[config.mk]
export PLATFORM = sky130hd
export DESIGN_NAME = nor_cmd_seq
export DESIGN_NICKNAME = d
export VERILOG_FILES = /design/src/rtl/nor_cmd_pkg.sv /design/src/rtl/nor_cmd_rom.sv /design/src/rtl/nor_cmd_seq.sv
export SDC_FILE = /design/constraint.sdc
export NUM_CORES = 1
export LEC_CHECK = 0
export CAP_MARGIN = 5
export CELL_PAD_IN_SITES_DETAIL_PLACEMENT = 0
export CELL_PAD_IN_SITES_GLOBAL_PLACEMENT = 2
export CORE_ASPECT_RATIO = 1.75
export CORE_UTILIZATION = 33
export DETAILED_ROUTE_END_ITERATION = 10
export PLACE_DENSITY_LB_ADDON = 0.1
export SLEW_MARGIN = 10
export SYNTH_ARGS = -nofsm -noshare
export SYNTH_HDL_FRONTEND = slang
export SYNTH_HIERARCHICAL = 1
export SYNTH_SLANG_ARGS = --single-unit
[constraint.sdc]
create_clock -name wb_clk_i -period 11.7 [get_ports wb_clk_i]
set_clock_uncertainty 0.2 [all_clocks]
set_input_delay 1.755 -clock wb_clk_i [delete_from_list [all_inputs] [get_ports wb_clk_i]]
set_output_delay 1.755 -clock wb_clk_i [all_outputs]
set_load 0.01 [all_outputs]
[src/rtl/nor_cmd_pkg.sv]
// Shared constants for the NOR command sequencer: op codes, FSM states,
// unlock-cycle addresses/data and per-op sequence lengths.
package nor_cmd_pkg;

   typedef enum logic [1:0] {
      OP_READ    = 2'b00,
      OP_PROGRAM = 2'b01,
      OP_ERASE   = 2'b10,
      OP_RSVD    = 2'b11
   } op_t;

   localparam logic [2:0] ST_IDLE     = 3'd0;
   localparam logic [2:0] ST_ISSUE    = 3'd1;
   localparam logic [2:0] ST_WAIT_ACK = 3'd2;
   localparam logic [2:0] ST_SETTLE   = 3'd3;
   localparam logic [2:0] ST_POLL     = 3'd4;
   localparam logic [2:0] ST_RESP     = 3'd5;

   localparam logic [11:0] UNLOCK_ADDR1     = 12'h555;
   localparam logic [11:0] UNLOCK_ADDR2     = 12'h2AA;
   localparam logic [7:0]  UNLOCK_DATA1     = 8'hAA;
   localparam logic [7:0]  UNLOCK_DATA2     = 8'h55;
   localparam logic [7:0]  CMD_PROGRAM      = 8'hA0;
   localparam logic [7:0]  CMD_ERASE_SETUP  = 8'h80;
   localparam logic [7:0]  CMD_SECTOR_ERASE = 8'h30;

   localparam int SEQ_LEN_READ    = 1;
   localparam int SEQ_LEN_PROGRAM = 4;
   localparam int SEQ_LEN_ERASE   = 6;

   typedef enum logic [1:0] {ASEL_555, ASEL_2AA, ASEL_CMD} asel_t;
   typedef enum logic [2:0] {DSEL_AA, DSEL_55, DSEL_A0, DSEL_80, DSEL_30, DSEL_CMD, DSEL_ZERO} dsel_t;

endpackage

[src/rtl/nor_cmd_rom.sv]
// Combinational step table: per op and step index, which address/data to
// drive, write enable, and whether this is the final bus step.
module nor_cmd_rom
   import nor_cmd_pkg::*;
(
   input  logic [1:0] i_op,
   input  logic [2:0] i_step,
   output asel_t      o_addr_sel,
   output dsel_t      o_data_sel,
   output logic       o_we,
   output logic       o_last
);

   always_comb begin
      o_addr_sel = ASEL_CMD;
      o_data_sel = DSEL_ZERO;
      o_we       = 1'b0;
      o_last     = 1'b1;
      case (i_op)
         OP_READ: begin
            o_last = (i_step == 3'(SEQ_LEN_READ - 1));
         end
         OP_PROGRAM: begin
            o_we   = 1'b1;
            o_last = (i_step == 3'(SEQ_LEN_PROGRAM - 1));
            case (i_step)
               3'd0:    begin o_addr_sel = ASEL_555; o_data_sel = DSEL_AA; end
               3'd1:    begin o_addr_sel = ASEL_2AA; o_data_sel = DSEL_55; end
               3'd2:    begin o_addr_sel = ASEL_555; o_data_sel = DSEL_A0; end
               default: begin o_addr_sel = ASEL_CMD; o_data_sel = DSEL_CMD; end
            endcase
         end
         OP_ERASE: begin
            o_we   = 1'b1;
            o_last = (i_step == 3'(SEQ_LEN_ERASE - 1));
            case (i_step)
               3'd0:    begin o_addr_sel = ASEL_555; o_data_sel = DSEL_AA; end
               3'd1:    begin o_addr_sel = ASEL_2AA; o_data_sel = DSEL_55; end
               3'd2:    begin o_addr_sel = ASEL_555; o_data_sel = DSEL_80; end
               3'd3:    begin o_addr_sel = ASEL_555; o_data_sel = DSEL_AA; end
               3'd4:    begin o_addr_sel = ASEL_2AA; o_data_sel = DSEL_55; end
               default: begin o_addr_sel = ASEL_CMD; o_data_sel = DSEL_30; end
            endcase
         end
         default: ;
      endcase
   end

endmodule

[src/rtl/nor_cmd_seq.sv]
// NOR flash command sequencer: issues READ / PROGRAM / SECTOR_ERASE bus
// sequences and polls RY. Define NOR_CMD_VERIFY_EN to add a readback check.
module nor_cmd_seq
   import nor_cmd_pkg::*;
#(
   parameter int          ADDRBITS       = 26,
   parameter int          DATABITS       = 16,
   parameter int          SETTLE_CYCLES  = 4,
   parameter logic [23:0] TIMEOUT_CYCLES = 24'd12_000_000
) (
   input  logic                wb_clk_i,
   input  logic                wb_rst_i,
   input  logic                cmd_valid_i,
   output logic                cmd_ready_o,
   input  logic [1:0]          cmd_op_i,
   input  logic [ADDRBITS-1:0] cmd_addr_i,
   input  logic [DATABITS-1:0] cmd_data_i,
   output logic                rsp_valid_o,
   output logic [DATABITS-1:0] rsp_data_o,
   output logic                rsp_err_o,
   output logic                wbm_cyc_o,
   output logic                wbm_stb_o,
   output logic                wbm_we_o,
   output logic [ADDRBITS-1:0] wbm_adr_o,
   output logic [DATABITS-1:0] wbm_dat_o,
   input  logic                wbm_ack_i,
   input  logic                wbm_stall_i,
   input  logic [DATABITS-1:0] wbm_dat_i,
   input  logic                nor_ry_i
);

   logic [2:0]          r_state;
   logic [1:0]          r_op;
   logic [ADDRBITS-1:0] r_addr;
   logic [DATABITS-1:0] r_data;
   logic [2:0]          r_step;
   logic                r_last;
   logic                r_verify;
   logic [23:0]         r_cnt;
   logic                r_cyc, r_stb, r_we;
   logic [ADDRBITS-1:0] r_adr;
   logic [DATABITS-1:0] r_dat;
   logic                r_rsp_valid, r_rsp_err;
   logic [DATABITS-1:0] r_rsp_data;

   logic                w_idle;
   logic [1:0]          w_rom_op;
   logic [2:0]          w_rom_step;
   asel_t               w_asel;
   dsel_t               w_dsel;
   logic                w_we, w_last;
   logic [ADDRBITS-1:0] w_cmd_adr, w_adr;
   logic [DATABITS-1:0] w_cmd_dat, w_dat, w_verify_exp;

   // The ROM always looks up the step about to be issued, so the bus
   // registers can be loaded on the same edge that advances the step.
   assign w_idle       = (r_state == ST_IDLE);
   assign w_rom_op     = w_idle ? cmd_op_i   : r_op;
   assign w_rom_step   = w_idle ? 3'd0       : r_step + 3'd1;
   assign w_cmd_adr    = w_idle ? cmd_addr_i : r_addr;
   assign w_cmd_dat    = w_idle ? cmd_data_i : r_data;
   assign w_verify_exp = (r_op == OP_PROGRAM) ? r_data : '1;

   nor_cmd_rom u_rom (
      .i_op       (w_rom_op),
      .i_step     (w_rom_step),
      .o_addr_sel (w_asel),
      .o_data_sel (w_dsel),
      .o_we       (w_we),
      .o_last     (w_last)
   );

   always_comb begin
      case (w_asel)
         ASEL_555: w_adr = ADDRBITS'(UNLOCK_ADDR1);
         ASEL_2AA: w_adr = ADDRBITS'(UNLOCK_ADDR2);
         default:  w_adr = w_cmd_adr;
      endcase
      case (w_dsel)
         DSEL_AA:  w_dat = DATABITS'(UNLOCK_DATA1);
         DSEL_55:  w_dat = DATABITS'(UNLOCK_DATA2);
         DSEL_A0:  w_dat = DATABITS'(CMD_PROGRAM);
         DSEL_80:  w_dat = DATABITS'(CMD_ERASE_SETUP);
         DSEL_30:  w_dat = DATABITS'(CMD_SECTOR_ERASE);
         DSEL_CMD: w_dat = w_cmd_dat;
         default:  w_dat = '0;
      endcase
   end

   always_ff @(posedge wb_clk_i) begin
      if (wb_rst_i) begin
         r_state     <= ST_IDLE;
         r_op        <= 2'b00;
         r_addr      <= '0;
         r_data      <= '0;
         r_step      <= 3'd0;
         r_last      <= 1'b0;
         r_verify    <= 1'b0;
         r_cnt       <= 24'd0;
         r_cyc       <= 1'b0;
         r_stb       <= 1'b0;
         r_we        <= 1'b0;
         r_adr       <= '0;
         r_dat       <= '0;
         r_rsp_valid <= 1'b0;
         r_rsp_err   <= 1'b0;
         r_rsp_data  <= '0;
      end else begin
         r_rsp_valid <= 1'b0;
         case (r_state)
            ST_IDLE: begin
               if (cmd_valid_i) begin
                  r_op     <= cmd_op_i;
                  r_addr   <= cmd_addr_i;
                  r_data   <= cmd_data_i;
                  r_step   <= 3'd0;
                  r_verify <= 1'b0;
                  if (cmd_op_i == OP_RSVD) begin
                     r_rsp_valid <= 1'b1;
                     r_rsp_err   <= 1'b1;
                     r_rsp_data  <= '0;
                     r_state     <= ST_RESP;
                  end else begin
                     r_cyc   <= 1'b1;
                     r_stb   <= 1'b1;
                     r_we    <= w_we;
                     r_adr   <= w_adr;
                     r_dat   <= w_dat;
                     r_last  <= w_last;
                     r_state <= ST_ISSUE;
                  end
               end
            end
            ST_ISSUE: begin
               if (!wbm_stall_i) begin
                  r_stb   <= 1'b0;
                  r_state <= ST_WAIT_ACK;
               end
            end
            ST_WAIT_ACK: begin
               if (wbm_ack_i) begin
                  if (r_verify) begin
                     r_cyc       <= 1'b0;
                     r_rsp_valid <= 1'b1;
                     r_rsp_data  <= wbm_dat_i;
                     r_rsp_err   <= (wbm_dat_i != w_verify_exp);
                     r_state     <= ST_RESP;
                  end else if (!r_last) begin
                     r_step  <= r_step + 3'd1;
                     r_stb   <= 1'b1;
                     r_we    <= w_we;
                     r_adr   <= w_adr;
                     r_dat   <= w_dat;
                     r_last  <= w_last;
                     r_state <= ST_ISSUE;
                  end else if (r_op == OP_READ) begin
                     r_cyc       <= 1'b0;
                     r_rsp_valid <= 1'b1;
                     r_rsp_data  <= wbm_dat_i;
                     r_rsp_err   <= 1'b0;
                     r_state     <= ST_RESP;
                  end else begin
                     r_cyc   <= 1'b0;
                     r_we    <= 1'b0;
                     r_cnt   <= 24'd0;
                     r_state <= ST_SETTLE;
                  end
               end
            end
            ST_SETTLE: begin
               if (r_cnt + 24'd1 >= 24'(SETTLE_CYCLES)) begin
                  r_cnt   <= 24'd0;
                  r_state <= ST_POLL;
               end else begin
                  r_cnt <= r_cnt + 24'd1;
               end
            end
            ST_POLL: begin
               // RY is checked before the timeout so a coincident RY wins
               if (nor_ry_i) begin
`ifdef NOR_CMD_VERIFY_EN
                  r_verify <= 1'b1;
                  r_cyc    <= 1'b1;
                  r_stb    <= 1'b1;
                  r_we     <= 1'b0;
                  r_adr    <= r_addr;
                  r_dat    <= '0;
                  r_last   <= 1'b1;
                  r_state  <= ST_ISSUE;
`else
                  r_rsp_valid <= 1'b1;
                  r_rsp_data  <= '0;
                  r_rsp_err   <= 1'b0;
                  r_state     <= ST_RESP;
`endif
               end else if (r_cnt + 24'd1 >= TIMEOUT_CYCLES) begin
                  r_rsp_valid <= 1'b1;
                  r_rsp_data  <= '0;
                  r_rsp_err   <= 1'b1;
                  r_state     <= ST_RESP;
               end else begin
                  r_cnt <= r_cnt + 24'd1;
               end
            end
            ST_RESP: r_state <= ST_IDLE;
            default: r_state <= ST_IDLE;
         endcase
      end
   end

   assign cmd_ready_o = w_idle;
   assign rsp_valid_o = r_rsp_valid;
   assign rsp_data_o  = r_rsp_data;
   assign rsp_err_o   = r_rsp_err;
   assign wbm_cyc_o   = r_cyc;
   assign wbm_stb_o   = r_stb;
   assign wbm_we_o    = r_we;
   assign wbm_adr_o   = r_adr;
   assign wbm_dat_o   = r_dat;

endmodule

==> out/qor.txt, run 1 <==
P_leak: 3.68 nW
Slowest cell on the critical path: clkdlybuf4s50_1
Crit Path Class: reg -> out
Synth Area in Simple Gates: 0.294
Vias: 6870
Residual DRC: 0
Vias in the first global route: 6792
Post-DRT Antenna Nets: 0
Total wire length: 22600 um
Die Span Y: 197 um
RePlAce Congestion: 0.789
Crit-path cells: or3_1 > buf_4 > inv_2 > buf_4 > clkdlybuf4s50_1
Hold Path Class: reg -> reg
Synth Cell Area: 0.00719 mm^2
Core Rows: 71
Tot GR Track Use: 0.207
Register area share after synthesis: 0.384
CP dominant cell by count: buf_4
Maximum buffer depth of the clock tree: 2
Primary FF master, synth: dfxtp_1
Die area: 0.0224 mm^2
CTS buffer count: 17
Avg Inst Size Synth: 7.64 um^2
Final setup viols: 0
CP bufs+invs: 4
CTS tree: built
DIE WIDTH: 114 um
Warnings from Yosys: 6
Setup TNS: 0 ns
Post-synthesis register bit count: 138
Post-synthesis mux area share: 0.0183
Total congestion overflow: 0
# H-tree levels: 4
Max incr delay on CP: 0.60 ns
Status: completed
Non-Filler Instances: 1319
Worst rel slew slack: 0.340
Tcrit/Tclk final: 0.434
Hold_buf cts: 0
Starting Density: 0.336
Hold Fails Final Rpt: 0
IO buf count: 129
Crit path required time: 9.75 ns
Worst Path Max Fanout: 36
Max VDD drop: 0.0881 mV
Library cells used by synthesis: 69
Worst path arrival time: 3.13 ns
Nets@finish: 1088
Compound-Gate Fraction of Synth Area: 0.220
Worst slew pin tran: 0.989 ns
Multi-input combinational cell area: 0.00407 mm^2
Post-route cell area: 0.00922 mm^2
Routed WL per cell: 17.1 um
Initial antenna violation count: 0
Top delay family on crit path: buffers and inverters
Adder-Cell Fraction of Synth Area: 0.0104
Critical path capture point type: primary output
Top Ports: 130
FMAX: 197 MHz
RSZ-0062 raised after global routing: false
CTS resizes: 0
Period minus WS final: 5.08 ns
Placed Instances: 1289
N_diodes: 0
DP Wirelength: 15200 um
Synthesized net count: 1013
FILL cells: 2258
Core area: 0.0214 mm^2
Startpoint types: flip-flop
Post-synthesis xor/xnor area fraction: 0.0195
Max-cap violations: 0
Gate Count Post-Synth: 941
Sequential cell area: 0.00276 mm^2
Placed Area: 0.00858 mm^2
Final core occ: 0.430
Pwr/cell area: 157 mW/mm^2
Share of cells above drive strength 1: 0.0604
Max Transition Viols Final: 0
First-pass GRT wire length: 35900 um
Post-synth EDFFs: 0
Area growth syn-to-layout: 28.2%
Drt initial violations: 306
CTS clock-pin slew for the worst setup and hold paths: 0.06 ns
Ys async rst share: 0
Sink Count: 138
Post-CTS Repair Setup Buffers: 0
Drt pass-1 iters: 5
Vias per inst: 5.21
Worst skew pair latency: 0.42 ns
Pin count of the biggest net entering global routing: 73
Clock root cell: clkbuf_16
Main combinational cell family by area after synthesis: simple AND/OR/NAND/NOR gates
## area by class of cell
class / instances / share of cell area
Clock inverter: 7 / 0.0149
Tap cell: 292 / 0.0396
Clock buffer: 23 / 0.0540
Multi-Input combinational cell: 715 / 0.442
Inverter: 6 / 0.00244
Sequential cell: 138 / 0.300
Timing Repair Buffer: 138 / 0.147
## final timing paths
| check | startpoint | endpoint | slack (ns) | cells past startpoint |
|---|---|---|---|---|
| setup / recovery | r_state[1]$_SDFFE_PP0P_ | cmd_ready_o | 6.62 | 5 |
| hold / removal | wbm_adr_o[19]$_SDFFE_PP0P_ | wbm_adr_o[19]$_SDFFE_PP0P_ | 0.25 | 2 |
| setup reg to reg | r_cnt[8]$_SDFFE_PP0P_ | r_cnt[18]$_SDFFE_PP0P_ | 7.45 | 8 |
| hold reg to reg | wbm_adr_o[19]$_SDFFE_PP0P_ | wbm_adr_o[19]$_SDFFE_PP0P_ | 0.25 | 2 |
## report_power, final
part | leakage [nW] | internal [W] | total [W] | switching, W
Combinational | 2.25 | 0.000126 | 0.000332 | 0.000206
Sequential | 1.12 | 0.000505 | 0.000532 | 0.0000270
Clock | 0.311 | 0.000382 | 0.000585 | 0.000202
Total | 3.68 | 0.00101 | 0.00145 | 0.000435
## layout by cell type, fill, tap and decap left out, types with 14 or more instances in the layout
cell type / synthesis / routed
dfxtp_1: 138 / 138
clkbuf_16: 0 / 17
nor2_1: 58 / 58
o211a_1: 16 / 16
a21oi_1: 97 / 97
o22ai_1: 15 / 15
clkdlybuf4s50_1: 0 / 128
nand2_1: 249 / 249
a311oi_1: 14 / 14
o21ai_0: 21 / 21
nand3_1: 27 / 27
a41o_1: 16 / 16
nor3_1: 23 / 23
## routing by layer
layer / part of all wire / GRT usage / up-vias
li1: - / - / 3448
met1: 0.39 / 0.214 / 3274
met2: 0.55 / 0.396 / 122
met3: 0.034 / 0.0417 / 26
met4: 0.025 / 0.0877 / 0
met5: 0 / 0 / -
## Yosys cell counts, types with 4 or more instances
| master | count | area [um^2] |
|---|---|---|
| nor2_1 | 58 | 218 |
| and2_1 | 7 | 43.8 |
| buf_6 | 4 | 45.0 |
| or3_1 | 4 | 25.0 |
| buf_1 | 5 | 18.8 |
| a311oi_1 | 14 | 123 |
| clkbuf_1 | 59 | 221 |
| o21ai_0 | 21 | 105 |
| o211a_1 | 16 | 160 |
| a22o_1 | 6 | 52.6 |
| inv_1 | 6 | 22.5 |
| nand4_4 | 4 | 85.1 |
| nand4_1 | 6 | 37.5 |
| nor4b_1 | 4 | 35.0 |
| nand4b_1 | 4 | 35.0 |
| nor3b_1 | 5 | 37.5 |
| mux2i_1 | 12 | 120 |
| nor2b_1 | 11 | 68.8 |
| nand2_1 | 249 | 935 |
| buf_2 | 11 | 55.1 |
| dfxtp_1 | 138 | 2760 |
| o22ai_1 | 15 | 93.8 |
| nor3_1 | 23 | 115 |
| nand3b_1 | 10 | 75.1 |
| a41o_1 | 16 | 160 |
| nand2b_1 | 7 | 43.8 |
| nand3_1 | 27 | 135 |
| xor2_1 | 7 | 61.3 |
| a21oi_1 | 97 | 485 |
| o21a_1 | 6 | 45.0 |
| ha_1 | 6 | 75.1 |
| a31oi_1 | 5 | 31.3 |
| a22oi_1 | 5 | 37.5 |
| a211oi_1 | 4 | 30.0 |
| xnor2_1 | 9 | 78.8 |
| nor4_1 | 5 | 31.3 |
| and3_1 | 4 | 25.0 |
| o211ai_1 | 6 | 45.0 |
## worst min-delay path, stage by stage (launching register included)
cell and delay [ns]:
dfxtp_1 0.31, nand2_1 0.05, a21oi_1 0.05
## cells by family (layout without fill, tap and decap cells)
logic type / Yosys count / count (layout)
fa+ha+maj: 6 / 6
simple gates: 445 / 445
xor+xnor: 16 / 16
flops: 138 / 138
buf+inv: 88 / 174
compound gates: 235 / 235
mux: 13 / 13
## sequential cells by signal, summed over array words and instances, names as in the netlist, 2 cells and up
signal / flops
wbm_dat_o: 16
wbm_adr_o: 26
r_op: 2
r_data: 16
r_cnt: 24
r_addr: 26
rsp_data_o: 16
r_state: 3
r_step: 3
## metrics by stage
step | setup WS, ns | hold slack [ns] | power, W
4_1_cts | 6.57 | 0.254 | 0.00147
2_1_floorplan | 7.90 | 0.233 | 0.000747
3_5_place_dp | 6.94 | 0.246 | 0.000879
6_report | 6.62 | 0.251 | 0.00145
5_1_grt | 6.48 | 0.272 | 0.00152
3_3_place_gp | 7.03 | 0.241 | 0.000878
Power figures use the tool's default switching activity.
==> run 2, diff against run 1 <==
- CORE_UTILIZATION: 33 -> 30
- clock period: 11.7 -> 4.9 ns (I/O delays scaled with it)
==> run 2 against run 1 <==
Wire length rose by 4.1%. Combinational power increased by 150%. Cell count rose by 1.3%. Worst hold slack better by 0.00090 ns. Non-clock buffer count increased by 5. Core utilization down 3.9 points. Via count up 0.84%. Largest cell class unchanged. Largest power group is now registers. Highest routed layer unchanged.
==> out/qor.txt, run 2 (synthesis results as in run 1) <==
Crit path required time: 5.05 ns (-4.70 ns)
RSZ-0062 raised after global routing: false
Post-CTS Repair Setup Buffers: 0 (unchanged)
IO buf count: 129 (unchanged)
Worst slew pin tran: 1.08 ns (+0.0899 ns)
RePlAce Congestion: 0.773 (-2.1%)
Design Power: 0.00331 W (+130%)
Total congestion overflow: 0 (unchanged)
CTS buffer count: 17 (unchanged)
Tot GR Track Use: 0.196 (-0.0108)
Core Rows: 74 (+4.2%)
Slowest cell on the critical path: dfxtp_1
Commonest non-fill, non-tap cell in the layout: nand2_1
Worst rel slew slack: 0.278 (-0.0619)
Non-Filler Instances: 1336 (+1.3%)
P_leak: 3.67 nW (-0.41%)
Residual DRC: 0 (unchanged)
Routed WL per cell: 17.6 um (+2.7%)
Crit-path cells: nand4_4 > nor4_1 > xor2_1 > or4b_1 > nand3b_1 > nor4_4 > buf_4 > o21ai_0 > o211ai_1
Hold Fails Final Rpt: 0 (unchanged)
Post-DRT Antenna Nets: 0 (unchanged)
Crit Path Class: reg -> reg
Hold_buf cts: 0 (unchanged)
Switching Share: 0.318 (+0.0175)
Sink Count: 138 (unchanged)
Pin count of the biggest net entering global routing: 56 (-23%)
Die Span Y: 207 um (+4.8%)
Most frequent cells in the layout: nand2_1 (249), dfxtp_1 (138), clkdlybuf4s50_1 (128)
Pint: 0.00225 W (+120%)
Worst Path Max Fanout: 12 (-67%)
Status: completed
Clock power share: 0.372 (-0.032)
Initial antenna violation count: 0 (unchanged)
N_diodes: 0 (unchanged)
Startpoint types: flip-flop
DIE WIDTH: 119 um (+4.8%)
Vias: 6928 (+0.84%)
Net switching power: 0.00105 W (+140%)
Max incr delay on CP: 0.60 ns (about the same)
Starting Density: 0.307 (-0.0289)
Pwr/cell area: 360 mW/mm^2 (+130%)
Drt pass-1 iters: 6 (+1)
FMAX: 267 MHz
CP bufs+invs: 1 (-3)
Logic pwr share: 0.246 (+0.017)
Drt initial violations: 349 (+14%)
Area growth syn-to-layout: 27.7%
Final setup viols: 0 (unchanged)
Clock root cell: clkbuf_16
Core area: 0.0234 mm^2 (+9.4%)
Hold Path Class: reg -> reg
CTS clock-pin slew for the worst setup and hold paths: 0.06 ns (about the same)
Max Transition Viols Final: 0 (unchanged)
Top Ports: 130 (unchanged)
Max-cap violations: 0 (unchanged)
First-pass GRT wire length: 37300 um (+3.9%)
Sequential share of power: 0.382 (+0.015)
Vias per inst: 5.19 (-0.44%)
Top delay family on crit path: simple AND/OR/NAND/NOR gates
Worst path arrival time: 3.90 ns (+0.77 ns)
CTS tree: built
CTS resizes: 0 (unchanged)
Placed Instances: 1306 (+1.3%)
DP Wirelength: 16200 um (+6.0%)
Vias in the first global route: 6754 (-0.56%)
Setup TNS: 0 ns (unchanged)
Maximum buffer depth of the clock tree: 2 (unchanged)
Nets@finish: 1093 (+0.46%)
Period minus WS final: 3.75 ns
Die area: 0.0246 mm^2 (+9.9%)
Total wire length: 23500 um (+4.1%)
Worst skew pair latency: 0.43 ns (about the same)
Tcrit/Tclk final: 0.765
Share of cells above drive strength 1: 0.0649 (+0.00455)
# H-tree levels: 4 (unchanged)
Critical path capture point type: flip-flop
FILL cells: 2481 (+9.9%)
Max VDD drop: 0.229 mV (+160%)
-- run 2: path summary, 6_finish.rpt --
check | from | endpoint | slack, ns | cells past startpoint
min | r_data[7]$_SDFFE_PP0P_ | r_data[7]$_SDFFE_PP0P_ | 0.25 | 2
min reg2reg | r_data[7]$_SDFFE_PP0P_ | r_data[7]$_SDFFE_PP0P_ | 0.25 | 2
max reg2reg | r_cnt[8]$_SDFFE_PP0P_ | r_cnt[15]$_SDFFE_PP0P_ | 1.15 | 9
max | r_cnt[8]$_SDFFE_PP0P_ | r_cnt[15]$_SDFFE_PP0P_ | 1.15 | 9
-- run 2: final cells by class --
type	instances	area, um^2	area share
Multi-Input combinational cell	715	4060	0.443
Sequential cell	138	2760	0.301
Timing Repair Buffer	143	1390	0.152
Clock buffer	22	484	0.0528
Tap cell	304	380	0.0415
Clock inverter	8	70.1	0.00764
Inverter	6	22.5	0.00245
-- run 2: worst min-delay path: stages (launching register included) --
cell and delay (ns):
dfxtp_1 0.30, nand2_1 0.05, a21oi_1 0.05
-- run 2: stage by stage --
stage / setup WS, ns / cell area (um^2) / utilization / hold slack [ns]
floorplan: 1.10 / 7190 / - / 0.233
global placement: 0.932 / 8620 / 0.368 / 0.242
detailed placement: 0.975 / 8620 / 0.368 / 0.246
CTS: 1.10 / 9180 / 0.392 / 0.254
global route: 0.734 / 9180 / 0.392 / 0.269
finish: 1.15 / 9180 / 0.392 / 0.252
-- run 2: power by group through the flow --
stage	clock network, W	registers (W)	logic [W]
after floorplan	0	0.00128	0.000499
after global placement	0	0.00129	0.000832
after detailed placement	0	0.00129	0.000832
after CTS	0.00128	0.00126	0.000834
after global routing	0.00132	0.00127	0.000907
final	0.00123	0.00126	0.000814
-- run 2: layer usage --
layer  global-route usage  wire length [um]  vias up  part of all wire
met4               0.0728               390        0             0.017
met2                0.380             13200      115              0.56
li1                     -                 -     3458                 -
met1                0.205              9190     3333              0.39
met3               0.0401               706       22             0.030
met5                    0                 0        -                 0
